## src/rtl/ps2_pkg.sv

```systemverilog
// Shared types and constants for the PS/2 set-2 scancode sequencer.
// The optional ASCII translation is selected with the PS2_ASCII_EN macro.
package ps2_pkg;

    typedef enum logic [1:0] {
        ST_IDLE,
        ST_GOT_E0,
        ST_GOT_F0,
        ST_GOT_E0F0
    } ps2_state_e;

    localparam logic [7:0] PS2_EXT    = 8'hE0;
    localparam logic [7:0] PS2_BRK    = 8'hF0;
    localparam logic [7:0] PS2_ERR0   = 8'h00;
    localparam logic [7:0] PS2_BAT_OK = 8'hAA;
    localparam logic [7:0] PS2_ECHO   = 8'hEE;
    localparam logic [7:0] PS2_ACK    = 8'hFA;
    localparam logic [7:0] PS2_RESEND = 8'hFE;
    localparam logic [7:0] PS2_ERR1   = 8'hFF;

    localparam int EVT_W = 18;

    typedef struct packed {
        logic       ext;
        logic       brk;
        logic [7:0] code;
        logic [7:0] ascii;
    } ps2_evt_t;

    // Keyboard status/reply bytes: they never form part of a key sequence.
    function automatic logic is_ctrl_byte(input logic [7:0] b);
        return (b == PS2_ERR0)   || (b == PS2_BAT_OK) || (b == PS2_ECHO) ||
               (b == PS2_ACK)    || (b == PS2_RESEND) || (b == PS2_ERR1);
    endfunction

endpackage

```

## src/rtl/ps2_ascii_rom.sv

```systemverilog
// Set-2 scancode to ASCII lookup (lowercase letters, digits, space, enter).
// Only compiled when PS2_ASCII_EN is defined; unmapped codes give 0.
`ifdef PS2_ASCII_EN
module ps2_ascii_rom (
    input  logic [7:0] code_i,
    output logic [7:0] ascii_o
);

    always_comb begin
        ascii_o = 8'h00;
        case (code_i)
            8'h1C: ascii_o = 8'h61; 8'h32: ascii_o = 8'h62; 8'h21: ascii_o = 8'h63;
            8'h23: ascii_o = 8'h64; 8'h24: ascii_o = 8'h65; 8'h2B: ascii_o = 8'h66;
            8'h34: ascii_o = 8'h67; 8'h33: ascii_o = 8'h68; 8'h43: ascii_o = 8'h69;
            8'h3B: ascii_o = 8'h6A; 8'h42: ascii_o = 8'h6B; 8'h4B: ascii_o = 8'h6C;
            8'h3A: ascii_o = 8'h6D; 8'h31: ascii_o = 8'h6E; 8'h44: ascii_o = 8'h6F;
            8'h4D: ascii_o = 8'h70; 8'h15: ascii_o = 8'h71; 8'h2D: ascii_o = 8'h72;
            8'h1B: ascii_o = 8'h73; 8'h2C: ascii_o = 8'h74; 8'h3C: ascii_o = 8'h75;
            8'h2A: ascii_o = 8'h76; 8'h1D: ascii_o = 8'h77; 8'h22: ascii_o = 8'h78;
            8'h35: ascii_o = 8'h79; 8'h1A: ascii_o = 8'h7A;
            8'h45: ascii_o = 8'h30; 8'h16: ascii_o = 8'h31; 8'h1E: ascii_o = 8'h32;
            8'h26: ascii_o = 8'h33; 8'h25: ascii_o = 8'h34; 8'h2E: ascii_o = 8'h35;
            8'h36: ascii_o = 8'h36; 8'h3D: ascii_o = 8'h37; 8'h3E: ascii_o = 8'h38;
            8'h46: ascii_o = 8'h39;
            8'h29: ascii_o = 8'h20;
            8'h5A: ascii_o = 8'h0D;
            default: ascii_o = 8'h00;
        endcase
    end

endmodule
`endif

```

## src/rtl/ps2_key_ctrl.sv

```systemverilog
// PS/2 set-2 scancode sequencer: prefix decode, held-key tracking, event FIFO.
// Define PS2_ASCII_EN to enable ASCII translation; otherwise ascii fields are 0.
module ps2_key_ctrl
    import ps2_pkg::*;
#(
    parameter int FIFO_DEPTH = 8,
    parameter int CNT_W      = 8
) (
    input  logic             clk,
    input  logic             resetn,
    input  logic [7:0]       rx_data,
    input  logic             rx_valid,
    output logic             evt_valid,
    input  logic             evt_ready,
    output logic [EVT_W-1:0] evt_data,
    output logic             key_down,
    output logic [7:0]       cur_code,
    output logic [7:0]       cur_ascii,
    output logic [CNT_W-1:0] press_cnt,
    output logic             overflow
);

    localparam int PTR_W = $clog2(FIFO_DEPTH);
    localparam logic [PTR_W:0] DEPTH_C = (PTR_W+1)'(FIFO_DEPTH);

    ps2_state_e       state_q;
    logic             key_down_q;
    logic             cur_ext_q;
    logic [7:0]       cur_code_q;
    logic [7:0]       cur_ascii_q;
    logic [CNT_W-1:0] press_cnt_q;
    logic             overflow_q;

    ps2_evt_t         mem_q [FIFO_DEPTH];
    logic [PTR_W-1:0] wr_ptr_q;
    logic [PTR_W-1:0] rd_ptr_q;
    logic [PTR_W:0]   count_q;

    logic [7:0] code_ascii;
    logic       is_ctrl, is_code, evt_ext, evt_brk, held_match;
    logic       new_press, is_break, push, pop, full, wr_en, drop_d;
    ps2_evt_t   evt_d;

`ifdef PS2_ASCII_EN
    ps2_ascii_rom u_ascii_rom (
        .code_i  (rx_data),
        .ascii_o (code_ascii)
    );
`else
    assign code_ascii = 8'h00;
`endif

    always_comb begin
        is_ctrl    = is_ctrl_byte(rx_data);
        is_code    = rx_valid && !is_ctrl && (rx_data != PS2_EXT) && (rx_data != PS2_BRK);
        evt_ext    = (state_q == ST_GOT_E0) || (state_q == ST_GOT_E0F0);
        evt_brk    = (state_q == ST_GOT_F0) || (state_q == ST_GOT_E0F0);
        evt_d      = '{ext: evt_ext, brk: evt_brk, code: rx_data,
                       ascii: (evt_ext ? 8'h00 : code_ascii)};
        held_match = key_down_q && (cur_code_q == rx_data) && (cur_ext_q == evt_ext);
        // A make of the key already held is typematic auto-repeat, not a press.
        new_press  = is_code && !evt_brk && !held_match;
        is_break   = is_code && evt_brk;
        push       = new_press || is_break;
        pop        = (count_q != '0) && evt_ready;
        full       = (count_q == DEPTH_C);
        wr_en      = push && (!full || pop);
        drop_d     = push && full && !pop;
    end

    always_ff @(posedge clk) begin
        if (!resetn) begin
            state_q     <= ST_IDLE;
            key_down_q  <= 1'b0;
            cur_ext_q   <= 1'b0;
            cur_code_q  <= 8'h00;
            cur_ascii_q <= 8'h00;
            press_cnt_q <= '0;
        end else begin
            if (rx_valid) begin
                if (is_ctrl) begin
                    state_q <= ST_IDLE;
                end else if (rx_data == PS2_EXT) begin
                    state_q <= ST_GOT_E0;
                end else if (rx_data == PS2_BRK) begin
                    case (state_q)
                        ST_IDLE:     state_q <= ST_GOT_F0;
                        ST_GOT_E0:   state_q <= ST_GOT_E0F0;
                        ST_GOT_F0:   state_q <= ST_GOT_F0;
                        ST_GOT_E0F0: state_q <= ST_GOT_E0F0;
                        default:     state_q <= ST_IDLE;
                    endcase
                end else begin
                    state_q <= ST_IDLE;
                end
            end
            if (new_press) begin
                key_down_q  <= 1'b1;
                cur_ext_q   <= evt_ext;
                cur_code_q  <= rx_data;
                cur_ascii_q <= evt_d.ascii;
                press_cnt_q <= press_cnt_q + CNT_W'(1);
            end else if (is_break && held_match) begin
                key_down_q <= 1'b0;
            end
        end
    end

    always_ff @(posedge clk) begin
        if (!resetn) begin
            wr_ptr_q   <= '0;
            rd_ptr_q   <= '0;
            count_q    <= '0;
            overflow_q <= 1'b0;
        end else begin
            if (wr_en) wr_ptr_q <= wr_ptr_q + PTR_W'(1);
            if (pop)   rd_ptr_q <= rd_ptr_q + PTR_W'(1);
            if (wr_en && !pop)      count_q <= count_q + (PTR_W+1)'(1);
            else if (!wr_en && pop) count_q <= count_q - (PTR_W+1)'(1);
            if (drop_d) overflow_q <= 1'b1;
        end
    end

    always_ff @(posedge clk) begin
        if (wr_en) mem_q[wr_ptr_q] <= evt_d;
    end

    assign evt_valid = (count_q != '0);
    assign evt_data  = evt_valid ? mem_q[rd_ptr_q] : '0;
    assign key_down  = key_down_q;
    assign cur_code  = cur_code_q;
    assign cur_ascii = cur_ascii_q;
    assign press_cnt = press_cnt_q;
    assign overflow  = overflow_q;

endmodule
```

## config.mk

```make
export PLATFORM = sky130hd
export DESIGN_NAME = ps2_key_ctrl
export DESIGN_NICKNAME = d
export VERILOG_FILES = /design/src/rtl/ps2_pkg.sv /design/src/rtl/ps2_ascii_rom.sv /design/src/rtl/ps2_key_ctrl.sv
export SDC_FILE = /design/constraint.sdc
export NUM_CORES = 1
export LEC_CHECK = 0
export ABC_AREA = 1
export BUFFER_PORTS_ARGS = -buffer_cell sky130_fd_sc_hd__buf_2
export CORE_MARGIN = 5
export CORE_UTILIZATION = 50
export DETAILED_ROUTE_END_ITERATION = 16
export PLACE_DENSITY = 0.71
export SYNTH_ARGS = -nofsm -noshare
export SYNTH_HDL_FRONTEND = slang
export SYNTH_HIERARCHICAL = 1
export SYNTH_SLANG_ARGS = --single-unit
```

## constraint.sdc

```tcl
create_clock -name clk -period 2.9 [get_ports clk]
set_input_delay 0.29 -clock clk [delete_from_list [all_inputs] [get_ports clk]]
set_output_delay 0.29 -clock clk [all_outputs]
set_load 0.05 [all_outputs]
```

==> summary.md <==
| Metric | Value |
|---|---|
| Status | finished, final reports clean |
| Vias/cell | about 5.3 |
| Cell taking the most area after synthesis | edfxtp_1 |
| Top cell type's share of synthesized area | 47.6% |
| Drt wl/cell | 15.2 um |
| Yosys reg bits | approximately 110 |
| Slew Viols, Final | 0 |
| Initial Utilization | 51.4% |
| Crit share post-route | 90.7% |
| Initial antenna violation count | 0 |
| Worst Path Max Fanout | 24 |
| Vias in the first global route | 3,561 |
| Largest net degree at the start of global routing | between 40 and 50 |
| Clk_lat worst skew | 0.51 ns |
| Fmax | 380 MHz |
| GRT Total Usage | 18.0% |
| Slew @ Worst Pin | 0.632 ns |
| Seq/Total Area, Yosys | 61.1% |
| Syn-to-layout area delta | 18.6% |
| Reg clk slew, reported paths | 0.06 ns |
| DR iter-0 viols | 200 |
| Ant. Diodes | 0 |
| Drt drc | 0 |
| Total power draw | 5.58 mW |
| Max cap viols | 0 |
| Routability congestion estimate | between 0.8 and 0.9 |
| Synthesized area | 5040 um2 |
| Setup_tns | 0 ns |
| First-pass GRT wire length | 17,400 um |
| CTS Buffer Depth | 2 |
| Critical Path End Type | output port |
| Mapped Avg Cell Area | 9.87 um2 |
| Row Count | 36 |
| CTS tree | built |
| 1st-pass router iterations | 6 |
| Overall die height | approximately 110 um |
| Cell count after synthesis | 511 |
| Hold-fix buffers, CTS | 0 |
| Setup Skew | 0.00923 ns |
| CP Class | flop to output port |
| Grt total ovfl | 0 |
| Minimum clock period | approximately 2.6 ns |
| Netlist cell types | 34 |
| Hold Crit Class | input pin to flop |
| CTS buffer count | 17 |
| Clk root buf | clkbuf_8 |
| Detailed placer's ending HPWL | around 7000 um |
| Pwr dens | approximately 930 nW/um2 |
| Total number of H-tree levels | 4 |
| Worst EP arrival | around 2.3 ns |
| Via count | approximately 3,700 |
| Remaining antenna violation count | 0 |
| Leak | about 2.4 nW |
| Maximum vdd ir drop | 527 uV |
| Synth top area cells | edfxtp_1 48%, dfxtp_1 13%, nor2_1 7.7% |
| Sink Count | ~110 |
| I/O Buffers | 40 |
| Share of cells above drive strength 1 | 19.2% |
| Ys Warns | 6 |
| RSZ-0062 raised after global routing | no |
| Worst path required time | 2.61 ns |
| Die area | 12,200 um2 |
| Worst R2R Start | cur_code[5] |
| Relative slew slack | just under 60% |
| Final hold viol count | 0 |
| Hold path startpoint | rx_valid |
| Detailed Route WL | 10,800 um |
| # IOs | 57 |
| Die Width | 110 um |
| Nets | 584 |
| Final setup fails | 0 |
| Crit start category | flop |
| Core ar. | 9820 um2 |
[layer usage]
layer	routed length, um	global-route usage (%)	vias up
met5	0	0	-
met3	828	6.46	16
met1	4740	22.2	1763
li1	-	-	1823
met4	165	6.90	0
met2	5100	29.0	141
[cell usage in the layout (no fill, tap or decap), drive strengths merged]
cell	netlist	routed
nor2	106	106
edfxtp	80	80
o21ai	71	71
buf	19	58
nand2	56	56
inv	39	40
dfxtp	34	34
a21oi	24	24
clkbuf	19	18
conb	1	16
nand3	13	13
o22ai	10	10
a31oi	10	10
nor3	7	7
xor2	6	6
ha	6	6
clkinvlp	0	5
clkinv	0	5
xnor2	3	3
bufinv	0	3
nand4	2	2
nor4	1	1
nand3b	1	1
a22o	1	1
a21o	1	1
fa	1	1
[worst paths after layout]
kind                            slack [ns]           end  cells past startpoint
worst min-delay path                  0.06    state_q[1]                      3
worst max-delay path                  0.27  evt_data[14]                      7
worst max register to register        0.34    count_q[3]                     18
worst min register to register        0.47   rd_ptr_q[2]                      2
[repair_timing]
| action | in CTS | in global routing |
|---|---|---|
| buffers inserted | 0 | 1 |
| endpoints found under the setup margin | 0 | 1 |
| hold endpoints to repair | 0 | 0 |
| resized for setup | 0 | 5 |
[metrics by stage]
step / setup slack, ns / std cells / hold slack (ns) / utilization [%] / area (um2)
after floorplan: 0.160 / 526 / 0.389 / - / 5100
after global placement: 0.159 / 678 / 0.448 / 54.8 / 5380
after detailed placement: 0.0886 / 678 / 0.458 / 54.8 / 5380
after CTS: 0.169 / 710 / 0.0349 / 60.7 / 5960
after global routing: 0.0352 / 711 / 0.0655 / 60.9 / 5980
final: 0.269 / 711 / 0.0563 / 60.9 / 5980
[registers in the layout (all words and copies together), names as in the netlist, named ones only]
| signal | flops |
|---|---|
| key_down | 1 |
| count_q | 4 |
| press_cnt | 8 |
| cur_ext_q | 1 |
| wr_ptr_q | 3 |
| cur_code | 8 |
| mem_q | 80 |
| rd_ptr_q | 3 |
| overflow | 1 |
| state_q | 2 |
[power breakdown]
group	internal (mW)	switching [mW]	total (mW)	leakage (nW)
registers	1.85	0.0811	1.93	1.02
clock network	1.30	0.707	2.01	0.271
logic	0.422	1.22	1.64	1.07
[synthesized netlist by cell type, drive strengths merged]
| library cell | n |
|---|---|
| nand2 | 56 |
| nand3 | 13 |
| o22ai | 10 |
| buf | 19 |
| o21ai | 71 |
| edfxtp | 80 |
| ha | 6 |
| nor3 | 7 |
| nor4 | 1 |
| conb | 1 |
| xnor2 | 3 |
| inv | 39 |
| a31oi | 10 |
| nand4 | 2 |
| nand3b | 1 |
| dfxtp | 34 |
| a21oi | 24 |
| a22o | 1 |
| fa | 1 |
| clkbuf | 19 |
| xor2 | 6 |
| nor2 | 106 |
| a21o | 1 |
[worst max-delay path: stages, from the launching register on]
cell and delay, ns:
dfxtp_1 0.31, inv_1 0.34, buf_4 0.35, o21ai_0 0.12
o22ai_1 0.12, o21ai_0 0.09, a31oi_1 0.21, buf_2 0.30
[cell type report]
cell class | instances | area, um2
clock inverter | 14 | 164
multi-input combinational | 335 | 1670
sequential | 114 | 3080
fill | 820 | 3840
clock buffer | 18 | 418
timing repair buffer | 58 | 335
tap | 133 | 166
inverter | 39 | 146
[cells by family (layout without fill, tap and decap cells)]
family | count (synthesis) | count (layout) | share of synthesized area, %
buffers and inverters | 77 | 129 | 7.24
flip-flops | 114 | 114 | 61.1
AO/OA/AOI/OAI | 117 | 117 | 12.8
AND/OR/NAND/NOR | 186 | 186 | 15.3
XOR/XNOR | 9 | 9 | 1.56
other | 1 | 16 | 0.0743
adder cells (fa/ha/maj) | 7 | 7 | 1.88
Power figures use the tool's default switching activity.
